==> config.mk <==
export PLATFORM = sky130hd
export DESIGN_NAME = vecflag_capture_fifo_flat
export DESIGN_NICKNAME = d
export VERILOG_FILES = /design/src/rtl/vecflag_capture_fifo_if.sv /design/src/rtl/vecflag_capture_fifo.sv /design/src/flat_wrapper.sv
export SDC_FILE = /design/constraint.sdc
export NUM_CORES = 1
export LEC_CHECK = 0
export CORE_MARGIN = 8
export CORE_UTILIZATION = 54
export CTS_CLUSTER_DIAMETER = 40
export DETAILED_ROUTE_END_ITERATION = 10
export GPL_TIMING_DRIVEN = 0
export PLACE_DENSITY_LB_ADDON = 0.2
export RECOVER_POWER = 50
export SYNTH_ARGS = -nofsm -noshare
export SYNTH_HDL_FRONTEND = slang
export SYNTH_SLANG_ARGS = --single-unit
==> constraint.sdc <==
create_clock -name clk -period 3.4 [get_ports clk]
set_clock_uncertainty 0.15 [all_clocks]
set_input_delay 0.68 -clock clk [delete_from_list [all_inputs] [get_ports clk]]
set_output_delay 0.68 -clock clk [all_outputs]
set_load 0.02 [all_outputs]
==> src/rtl/vecflag_capture_fifo_if.sv <==
// Stream bundle for the change-of-value capture FIFO: upstream status
// sample, capture enable, and the downstream valid/ready head entry.
interface vecflag_capture_fifo_if;
    logic [3:1][1:2] in_vec;
    logic            in_flag;
    logic            cap_en;
    logic            out_valid;
    logic            out_ready;
    logic [3:1][1:2] out_vec;
    logic            out_flag;

    // Driver/consumer side (testbench or neighbouring stages).
    modport master (
        output in_vec, in_flag, cap_en, out_ready,
        input  out_valid, out_vec, out_flag
    );

    // The capture FIFO itself.
    modport slave (
        input  in_vec, in_flag, cap_en, out_ready,
        output out_valid, out_vec, out_flag
    );
endinterface

==> src/rtl/vecflag_capture_fifo.sv <==
// Change-of-value capture FIFO: pushes {in_vec,in_flag} only when it differs
// from the last captured value, presents entries over valid/ready, and
// counts (saturating) the changes dropped while the FIFO is full.
module vecflag_capture_fifo #(
    parameter int DEPTH = 4,
    parameter int CNT_W = 8
) (
    input  logic                     clk,
    input  logic                     rst_n,
    vecflag_capture_fifo_if.slave    bus,
    output logic [$clog2(DEPTH):0]   level,
    output logic                     overflow,
    output logic [CNT_W-1:0]         ovf_cnt,
    input  logic                     clr_ovf
);
    localparam int AW = $clog2(DEPTH);
    localparam int LW = AW + 1;

    localparam logic [1:0] OCC_EMPTY   = 2'd0;
    localparam logic [1:0] OCC_PARTIAL = 2'd1;
    localparam logic [1:0] OCC_FULL    = 2'd2;

    logic [6:0]    mem [DEPTH];
    logic [AW-1:0] wptr;
    logic [AW-1:0] rptr;
    logic          last_valid;
    logic [6:0]    last_q;
    logic [1:0]    occ;
    logic [6:0]    cur;
    logic          chg;
    logic          pop;
    logic          push;
    logic          drop;

    // Occupancy state is a pure function of level, so it can never disagree with it.
    always_comb begin
        // NOTE: default first so every path assigns occ and no latch is inferred.
        occ = OCC_PARTIAL;
        if (level == '0)
            occ = OCC_EMPTY;
        else if (level == LW'(DEPTH))
            occ = OCC_FULL;
    end

    assign cur  = {bus.in_vec, bus.in_flag};
    assign chg  = bus.cap_en && (!last_valid || cur != last_q);
    assign pop  = bus.out_valid && bus.out_ready;
    // A full FIFO still accepts a push when the head leaves in the same cycle.
    assign push = chg && (occ != OCC_FULL || pop);
    assign drop = chg && !push;

    assign bus.out_valid = (occ != OCC_EMPTY);
    assign bus.out_vec   = bus.out_valid ? mem[rptr][6:1] : '0;
    assign bus.out_flag  = bus.out_valid ? mem[rptr][0]   : 1'b0;

    // Pointers, occupancy and the last-captured comparison value.
    always_ff @(posedge clk or negedge rst_n) begin
        if (!rst_n) begin
            // NOTE: sequential state uses non-blocking assignments so all registers update together.
            wptr       <= '0;
            rptr       <= '0;
            level      <= '0;
            last_valid <= 1'b0;
            last_q     <= '0;
        end else begin
            if (push) begin
                wptr       <= wptr + 1'b1;
                last_q     <= cur;
                last_valid <= 1'b1;
            end
            if (pop)
                rptr <= rptr + 1'b1;
            case ({push, pop})
                2'b10:   level <= level + 1'b1;
                2'b01:   level <= level - 1'b1;
                default: level <= level;
            endcase
        end
    end

    // Entry storage; contents are only visible through out_valid-gated outputs.
    always_ff @(posedge clk) begin
        // NOTE: storage is deliberately not reset; reset clears pointers and level, which discards it.
        if (push)
            mem[wptr] <= cur;
    end

    // Sticky overflow and saturating drop counter; a drop beats a same-cycle clear.
    always_ff @(posedge clk or negedge rst_n) begin
        if (!rst_n) begin
            overflow <= 1'b0;
            ovf_cnt  <= '0;
        end else if (drop) begin
            overflow <= 1'b1;
            if (clr_ovf)
                ovf_cnt <= CNT_W'(1);
            else if (ovf_cnt != '1)
                ovf_cnt <= ovf_cnt + 1'b1;
        end else if (clr_ovf) begin
            overflow <= 1'b0;
            ovf_cnt  <= '0;
        end
    end
endmodule

==> src/flat_wrapper.sv <==
// flat-port wrapper written by rule: the top's interface ports become plain ports
module vecflag_capture_fifo_flat 
#(
    parameter int DEPTH = 4,
    parameter int CNT_W = 8
)
  (clk, rst_n, level, overflow, ovf_cnt, clr_ovf, bus_in_vec, bus_in_flag, bus_cap_en, bus_out_ready, bus_out_valid, bus_out_vec, bus_out_flag);
  vecflag_capture_fifo_if bus_i ();
  input  logic clk;
  input  logic rst_n;
  output logic [$clog2(DEPTH):0] level;
  output logic overflow;
  output logic [CNT_W-1:0] ovf_cnt;
  input  logic clr_ovf;
  input wire logic [$bits(bus_i.in_vec)-1:0] bus_in_vec;
  input wire logic [$bits(bus_i.in_flag)-1:0] bus_in_flag;
  input wire logic [$bits(bus_i.cap_en)-1:0] bus_cap_en;
  input wire logic [$bits(bus_i.out_ready)-1:0] bus_out_ready;
  output wire logic [$bits(bus_i.out_valid)-1:0] bus_out_valid;
  output wire logic [$bits(bus_i.out_vec)-1:0] bus_out_vec;
  output wire logic [$bits(bus_i.out_flag)-1:0] bus_out_flag;
  assign bus_i.in_vec = bus_in_vec;
  assign bus_i.in_flag = bus_in_flag;
  assign bus_i.cap_en = bus_cap_en;
  assign bus_i.out_ready = bus_out_ready;
  assign bus_out_valid = bus_i.out_valid;
  assign bus_out_vec = bus_i.out_vec;
  assign bus_out_flag = bus_i.out_flag;
  vecflag_capture_fifo #(.DEPTH(DEPTH), .CNT_W(CNT_W)) u_core (.clk(clk), .rst_n(rst_n), .bus(bus_i), .level(level), .overflow(overflow), .ovf_cnt(ovf_cnt), .clr_ovf(clr_ovf));
endmodule
==> run summary, run 1 <==
The run finished with clean final reports. The worst register-to-register path ends at u_core.level[2]. In this run the tightest slew margin relative to its limit is 0.2172. By instance count, the cell type seen most on the critical path is sky130_fd_sc_hd__xor2_1. The share of the synthesized area in compound gates (AO/OA/AOI/OAI) came out at 0.03377. The switching power summed over all nets came out at between 0.6 and 0.7 mW.

The number of DRC markers in iteration 0 is about 140. TritonCTS built the clock tree. In this run the deepest clock path goes through 2 buffers. The worst stage delay on the critical path came out at around 0.67 ns. The total of max-cap violations is 0. The number of buffers added by the clock tree synthesis step came out at 5.

The number of global-route vias before repair is 1417. After detailed routing, the total wire length is between 4000 and 5000 microns. Setup violations remaining at the end of the flow were counted as 0.

The average routed wire per standard cell is around 17 microns. The mean cell area of the mapped netlist came out at around 14 sq um. The slowest stage of the critical path is the sky130_fd_sc_hd__dlygate4sd3_1 cell. The pin count of the biggest net entering global routing came out at 25. The critical path starts at bus_in_flag. The effective utilization at floorplan is 0.5522. Timing would allow up to 320.2 MHz.

Dividing the final minimum period by the clock period gives 0.9185. The width of the die came out at 82.27 microns. Counting every instance in the synthesized netlist gives between 150 and 200. The simple logic cell fraction of the synthesized area came out at 0.1145. The count of pins over their slew limit came out at 0. The placement row count is 24. The data arrival time at the worst-slack endpoint is 3.21 ns.

CTS built an H-tree with a depth of 2. The fraction of post-synthesis cell area in the top cell type by area is 0.3546. The minimum clock period is 3.123 ns. The sequential cell area fraction in the yosys report is 0.6079. 0 antenna diodes ended up in the layout. The number of buffers added to fix hold violations after cts is 0. The portion of total power attributed to sequential cells came out at 0.448. The overall die height is approximately 82 microns. The total overflow left after global routing is 0. The cell count of the worst reg-to-reg path is 9. The number of DRC violations after detailed routing came out at 0. The power density normalized to cell area is roughly 710 mW/mm^2. After synthesis the cells add up to approximately 0.0024 sq mm. The layout-stage area growth over the synthesis result is 18.94%. In the layout the commonest cells are 28 x sky130_fd_sc_hd__edfxtp_1, 24 x sky130_fd_sc_hd__dfrtp_1, 15 x sky130_fd_sc_hd__clkdlybuf4s50_1, 15 x sky130_fd_sc_hd__dlygate4sd3_1, 12 x sky130_fd_sc_hd__inv_1. The hold violation total from the final report came out at 0. For this run, the detailed router's first-pass iteration total came to 4.

The number of nets in the synthesized netlist is approximately 190. The worst hold path belongs to the class reg2reg. The worst slack at placement is -0.3395 ns. The net total in the final layout came out at ~220. The kind of cell adding the most delay to the critical path is buffers and inverters. Counting both buffers and inverters, the worst setup path holds a total of 3.

In this run the critical register-to-register path is launched from u_core.level[0]. The clock transition at the register clock pins on the worst setup and hold paths after CTS is roughly 0.090 ns. The die covers 0.006768 sq mm. The post-synthesis cell type count came out at 34. Sorting the synthesized cells by area gives the leading types as sky130_fd_sc_hd__edfxtp_1 35%, sky130_fd_sc_hd__dfrtp_1 25%, sky130_fd_sc_hd__mux4_2 6.6%. At the pin with the least slew margin, the transition time is 1.170 ns. After layout, the worst setup slack is approximately 0.28 ns. The initial antenna violation count is 0. The share of layout cells above drive strength 1 came out at 0.1463. The synthesis warning total is 0. The parity-gate share of the synthesized area counting xor and xnor cells is 0.04802. Across every metal layer, demand over resource in global routing totals 0.1403.

The signal on the critical path passes through dlygate4sd3_1 -> xnor2_1 -> nand4_1 -> o211ai_1 -> buf_4 -> ha_1 -> inv_1 -> fa_1 -> xor2_1 -> nor2_1 -> xor2_1. Setup repair after global routing left no endpoint under its margin. The count of filler cells inserted in the layout came out at between 300 and 400. The I/O pin count came out at 32. After synthesis, the largest family of logic cells by area is multiplexers.

Of the total synthesized cell area, the portion taken by full adders, half adders and majority gates is 0.04011. The port buffer count came out at 30. The wire-length estimate of the detail-placed layout is 3114 microns. Counting flops and latches in the post-synthesis netlist gives 52. The number of routed nets with antenna violations is 0. Detailed routing inserted a total of ~1400 vias. The floorplan step defined a core boundary enclosing roughly 0.0043 sq mm. The area after detailed placement came out at 0.002736 sq mm. The portion of total power attributed to the clock network is 0.164. The total power is a little over 2 mW. The sum of negative setup slack is 0 ns. The number of cells on the critical path is 11. Following the worst setup path forward leads to its endpoint at u_core.level[2]. In this run the static leakage power is between 1 and 1.5 nW. The cell-internal power came out at 1.357 mW. Post-CTS repair changed the size of 0 cells. STA classifies the critical path startpoint as a primary input. Of the total power, the share spent switching nets is 0.3269. The kind of critical path is in2reg.

The nature of the critical path endpoint is a flip-flop. The share of total power dissipated in combinational logic is 0.389. The first-pass GRT wire length is between 7000 and 8000 microns. Across all register-to-register paths, the minimum setup slack is 0.73 ns. The post-route standard cell area excluding fillers is 0.002820 sq mm.

IR analysis of the VDD net gives a maximum drop of about 0.37 mV. The congestion estimate from routability-driven global placement came to around 0.84. The number of sinks driven by the clock tree came out at 52.

The routed via count divided by cell count is between 5 and 6. The highest fanout seen on the critical path came out at 10. The most common library cell in the layout ignoring fill and taps is sky130_fd_sc_hd__edfxtp_1. The required arrival time at the worst endpoint is between 3 and 4 ns. The clock reaches the later pin of the worst-skew pair after around 0.3 ns. The clock root buffer is sky130_fd_sc_hd__clkbuf_8. The proportion of synthesized area in mux cells is 0.1272.

Of all cell types, the one taking the most synthesized area is sky130_fd_sc_hd__edfxtp_1.
-- synthesized netlist by cell type --
cell type,count
sky130_fd_sc_hd__nand2b_1,1
sky130_fd_sc_hd__fa_1,1
sky130_fd_sc_hd__nand3_1,2
sky130_fd_sc_hd__inv_1,12
sky130_fd_sc_hd__xnor2_1,10
sky130_fd_sc_hd__buf_4,1
sky130_fd_sc_hd__or3_1,3
sky130_fd_sc_hd__nand4_1,3
sky130_fd_sc_hd__edfxtp_1,28
sky130_fd_sc_hd__or4b_4,1
sky130_fd_sc_hd__nand2_1,7
sky130_fd_sc_hd__and2_1,8
sky130_fd_sc_hd__and3_1,3
sky130_fd_sc_hd__nor3_1,2
sky130_fd_sc_hd__dfrtp_1,24
sky130_fd_sc_hd__o2bb2ai_1,1
sky130_fd_sc_hd__o31a_1,1
sky130_fd_sc_hd__xor2_1,3
sky130_fd_sc_hd__nor2_1,11
sky130_fd_sc_hd__ha_1,6
sky130_fd_sc_hd__clkbuf_1,3
sky130_fd_sc_hd__o21ai_0,3
sky130_fd_sc_hd__buf_1,1
sky130_fd_sc_hd__mux4_2,7
sky130_fd_sc_hd__or2_4,1
sky130_fd_sc_hd__o211ai_1,1
sky130_fd_sc_hd__mux2_2,11
sky130_fd_sc_hd__a211oi_1,1
sky130_fd_sc_hd__mux2i_1,2
sky130_fd_sc_hd__a21oi_1,2
sky130_fd_sc_hd__a311oi_2,1
sky130_fd_sc_hd__nor4b_2,2
sky130_fd_sc_hd__nor2b_1,3
sky130_fd_sc_hd__a21o_1,1
-- layer usage --
| layer | global-route usage | part of all wire | vias to the layer above |
|---|---|---|---|
| li1 | - | - | 671 |
| met1 | 0.1774 | 0.44 | 698 |
| met2 | 0.2232 | 0.48 | 36 |
| met3 | 0.04437 | 0.065 | 5 |
| met4 | 0.04737 | 0.013 | 0 |
| met5 | 0 | 0 | - |
-- kinds of logic (layout without fill, tap and decap cells) --
logic type      Yosys count  in the layout
fa+ha+maj                 7              7
simple gates             47             47
compound gates           11             11
xor+xnor                 13             13
mux                      20             20
buf+inv                  17             55
flops                    52             52
-- layout make-up --
class,count,area [sq um],share of cell area
timing repair buffer,31,307.8,0.1091
buffer,4,18.77,0.006655
multi-input combinational,98,862.1,0.3057
inverter,12,45.04,0.01597
sequential,52,1441,0.5111
clock buffer,8,80.08,0.02839
tap,52,65.06,0.02307
-- power by group through the flow --
stage | logic (mW) | clock network, mW | registers, mW
CTS | 0.838 | 0.340 | 0.877
finish | 0.783 | 0.330 | 0.902
floorplan | 0.506 | 0 | 0.900
global placement | 0.815 | 0 | 0.877
global route | 0.854 | 0.363 | 0.922
detailed placement | 0.833 | 0 | 0.892
-- worst reg2reg max path, stage by stage (launching register included) --
cell and delay (ns):
sky130_fd_sc_hd__dfrtp_1 0.45, sky130_fd_sc_hd__or4b_4 0.58, sky130_fd_sc_hd__o211ai_1 0.15, sky130_fd_sc_hd__buf_4 0.23, sky130_fd_sc_hd__ha_1 0.22, sky130_fd_sc_hd__inv_1 0.07, sky130_fd_sc_hd__fa_1 0.38, sky130_fd_sc_hd__xor2_1 0.15
sky130_fd_sc_hd__nor2_1 0.11, sky130_fd_sc_hd__xor2_1 0.14
-- state kept, by name, summed over array words and instances, names as in the netlist --
signal,cells
u_core.last_q,7
u_core.mem,28
u_core.level,3
u_core.overflow,1
u_core.wptr,2
u_core.rptr,2
u_core.ovf_cnt,8
u_core.last_valid,1
-- worst min-delay path by stage --
stage / start / to / slack (ns) / cells past startpoint
2_1_floorplan: rst_n / u_core.last_q[0] / 0.23 / 0
3_3_place_gp: u_core.last_valid / u_core.last_valid / 0.30 / 1
3_5_place_dp: u_core.last_valid / u_core.last_valid / 0.31 / 1
4_1_cts: u_core.last_valid / u_core.last_valid / 0.33 / 1
5_1_grt: u_core.last_valid / u_core.last_valid / 0.36 / 1
6_report: u_core.last_valid / u_core.last_valid / 0.33 / 1
-- per-stage QoR --
stage / std cells / hold slack, ns / utilization
after floorplan: 167 / 0.2344 / -
after global placement: 249 / 0.2990 / 0.6372
after detailed placement: 249 / 0.3061 / 0.6372
after CTS: 258 / 0.3321 / 0.6576
after global routing: 257 / 0.3605 / 0.6568
final: 257 / 0.3331 / 0.6568
-- repair_timing --
action / 4_1_cts / 5_1_grt
pin swaps: 1 / 0
setup endpoints to repair: 1 / 7
buffers inserted: 1 / 0
Power figures use the tool's default switching activity.
==> run 2, diff against run 1 <==
--- a/config.mk
+++ b/config.mk
@@ -12,6 +12,7 @@
 export GPL_TIMING_DRIVEN = 0
 export PLACE_DENSITY_LB_ADDON = 0.2
 export RECOVER_POWER = 50
+export REMOVE_ABC_BUFFERS = 1
 export SYNTH_ARGS = -nofsm -noshare
 export SYNTH_HDL_FRONTEND = slang
 export SYNTH_SLANG_ARGS = --single-unit
==> run 2 against run 1 <==
  * Power is 3.9% higher
  * Non-clock buffer count is 3 lower
  * Sequential power is 2% higher
  * Utilization is 0.52 points higher
  * Sequential share of layout area is 0.41 points lower
  * First-iteration DRC count is 39% lower
  * Cell count is 1.2% lower
  * Hold slack better by 0.0012 ns
  * Critical path depth is 8 lower
  * Register-to-register slack better by 0.19 ns
  * Routed wire length is 2.0% higher
  * Via count is 2.9% lower
  * Critical path type is now reg2out
  * Largest power group unchanged
==> run summary, run 2 (same netlist as run 1, synthesis figures left out) <==
The flow ran to the end, and the final reports show no timing, DRC or antenna violations. The register with the most flip-flops in the final layout is u_core.mem. The area of the die is approximately 0.0068 sq mm. The total instance count after detailed placement came out at 245. The startpoint identified for the worst register-to-register timing path is u_core.level[0]. The initial antenna violation count came to 0. The sequential cell area is about 0.0014 sq mm. The core occupancy in the finished layout is 0.6620. Clock-pin slew was measured on the worst setup and hold paths at ~0.09 ns. The fraction of the cycle the final worst path needs is 0.9076. The data arrival time at the worst-slack endpoint came out at between 2 and 2.5 ns. The count of pins over their slew limit is 0. The first-pass GRT wire length came out at approximately 7300 microns. In this run the critical register-to-register path is captured at u_core.level[2]. Wires add up to between 4000 and 5000 microns. Summing over every cut layer, the via total after detailed routing is ~1400. The number of routed nets with antenna violations came out at 0. The post-route standard cell area excluding fillers came out at 0.002843 sq mm.

The count of buffers added on input and output ports is 31. The endpoint with the worst hold slack is u_core.last_valid. The worst slew slack as a fraction of its limit is 0.2466. The hold violation total from the final report is 0. The number of DRC markers in iteration 0 is 88.

Setup violations remaining at the end of the flow were counted as 0. Once routing completed, OpenROAD measured the worst setup slack at 0.3140 ns. The maximum root-to-sink buffer count is 2.

The total area of multi-input combinational cells came out at roughly 860 sq um. The cell count of the worst reg-to-reg path came out at 8. Routability-driven placement finished with a final weighted congestion of 0.7719. For this design the static power due to leakage is around 1.1 nW.

Summed over all layers, the global routing overflow is 0. The number of inserted diodes came out at 0. The pin count of the biggest net entering global routing is 25. The width of the die came out at 82.27 microns. In this run, post-CTS repair resized a total of 0 instances. The library cells used most frequently in the layout, excluding fill and tap cells, are 28 x sky130_fd_sc_hd__edfxtp_1, 24 x sky130_fd_sc_hd__dfrtp_1, 16 x sky130_fd_sc_hd__dlygate4sd3_1.

The initial utilization of the core area, before any placement, comes to 0.5522. In this run the clock root is driven by a sky130_fd_sc_hd__clkbuf_8. The highest fanout seen on the critical path came out at 9.

The area after detailed placement came out at between 0.002 and 0.003 sq mm. The met1 usage in global routing came out at 0.1890. The number of clock buffers added by TritonCTS is 5. The core region is 0.004294 sq mm.

The I/O pin count came out at 32. In the final timing run, aggregate negative setup slack is 0 ns. STA classifies the critical path startpoint as a flip-flop. TritonCTS built the clock tree.

The register-to-register setup slack came out at 0.92 ns. The peak clock frequency supported by timing is between 300 and 400 MHz. The path class of the tightest hold or removal check is reg2reg. The number of H-tree branching levels came out at 2. In the final layout, the registers with the most flip-flops are u_core.mem: 28 flops, u_core.ovf_cnt: 8 flops, u_core.last_q: 7 flops.

The launch instance of the worst min-delay path is u_core.last_valid. The latest clock arrival within the worst-skew pair came out at 0.30 ns. Setup repair after global routing left no endpoint under its margin. The overall die height came out at ~82 microns. The global routing stage identified its most utilized layer as met2.

The routed via count divided by cell count came out at ~5.4. The share of layout cells above drive strength 1 came out at 0.1584. For this run, design rule violations remaining after detail routing come to 0. Compared with the post-synthesis result, the final layout area differs by 19.89%.

The initialized floorplan defines 24 standard-cell rows. The worst stage delay on the critical path came out at approximately 0.69 ns. The average routed wire per standard cell is approximately 17 microns. Counting I/O delays and the setup requirement, the final critical path takes 3.086 ns. The flip-flop count of the largest register, all copies and words added is 28. The most common library cell in the layout ignoring fill and taps is sky130_fd_sc_hd__edfxtp_1.

The worst-case IR drop observed on VDD is approximately 0.33 mV. The number of buffers added to fix hold violations after cts is 0. The critical path goes through mux4_2 -> and2_1 -> clkdlybuf4s50_1. The critical path in this run is classified as reg2out. Power spread over the standard cell area amounts to ~740 mW/mm^2. The global routing met2 resource utilization came out at 0.2271. The number of sinks driven by the clock tree came out at 52. The detailed-placement wirelength estimate came out at roughly 3200 microns. The number of iterations in the first detailed-routing pass is 4. The global-route track usage on met3 came out at 0.04221. For this design, the slowest cell found on the critical path is sky130_fd_sc_hd__dfrtp_1. STA classifies the critical path endpoint as an output port. The count of filler cells inserted in the layout is 319. The total of max-cap violations is 0. The actual slew at the worst max-slew pin is roughly 1.1 ns. The final standard cell count with taps included and fillers excluded came out at approximately 250.

The required arrival time at the worst endpoint came out at roughly 2.6 ns. The total routing resource utilization after global routing came out at 0.1442. The net total in the final layout is 220. Before CTS, the worst setup slack after placement is -0.7238 ns. The cell depth of the worst hold path is 1.

The number of global-route vias before repair came out at 1440.
==> run 2: metrics by stage <==
step | power [mW] | hold WS [ns]
finish | 2.095 | 0.3343
global placement | 1.674 | 0.2989
CTS | 2.138 | 0.3408
floorplan | 1.394 | 0.2344
global route | 2.225 | 0.3474
detailed placement | 1.716 | 0.3174
==> run 2: final cells by class <==
class	instances	area share
multi-input combinational	98	0.3033
timing repair buffer	32	0.1118
inverter	12	0.01585
sequential	52	0.5070
clock buffer	5	0.02421
clock inverter	3	0.01496
tap	52	0.02289
==> run 2: report_power, final <==
part	total (mW)	switching, mW	internal (mW)
clock	0.419	0.201	0.218
sequential	0.922	0.115	0.807
combinational	0.755	0.357	0.398
==> run 2: routing by layer <==
layer | routed length [microns] | up-vias
met5 | 0 | -
li1 | - | 660
met2 | 2171 | 22
met4 | 54 | 0
met3 | 203 | 6
met1 | 1949 | 681
==> run 2: how the worst max path moves through the flow <==
stage                    from         endpoint
4_1_cts        u_core.rptr[0]   bus_out_vec[4]
3_3_place_gp    bus_in_vec[2]  u_core.level[2]
2_1_floorplan   bus_in_vec[2]  u_core.level[2]
6_report       u_core.rptr[0]   bus_out_vec[5]
5_1_grt           bus_in_flag  u_core.level[2]
3_5_place_dp    bus_in_vec[2]  u_core.level[2]
==> run 2: repair_timing <==
item	4_1_cts	5_1_grt
setup endpoints to repair	2	0
setup buffers	1	0
hold endpoints to repair	0	0
==> run 2: worst max-delay path, delay by kind of cell, from the launching register on <==
kind	cells	cell delay, ns
buf+inv	1	0.54
flops	1	0.69
mux	1	0.57
simple gates	1	0.16
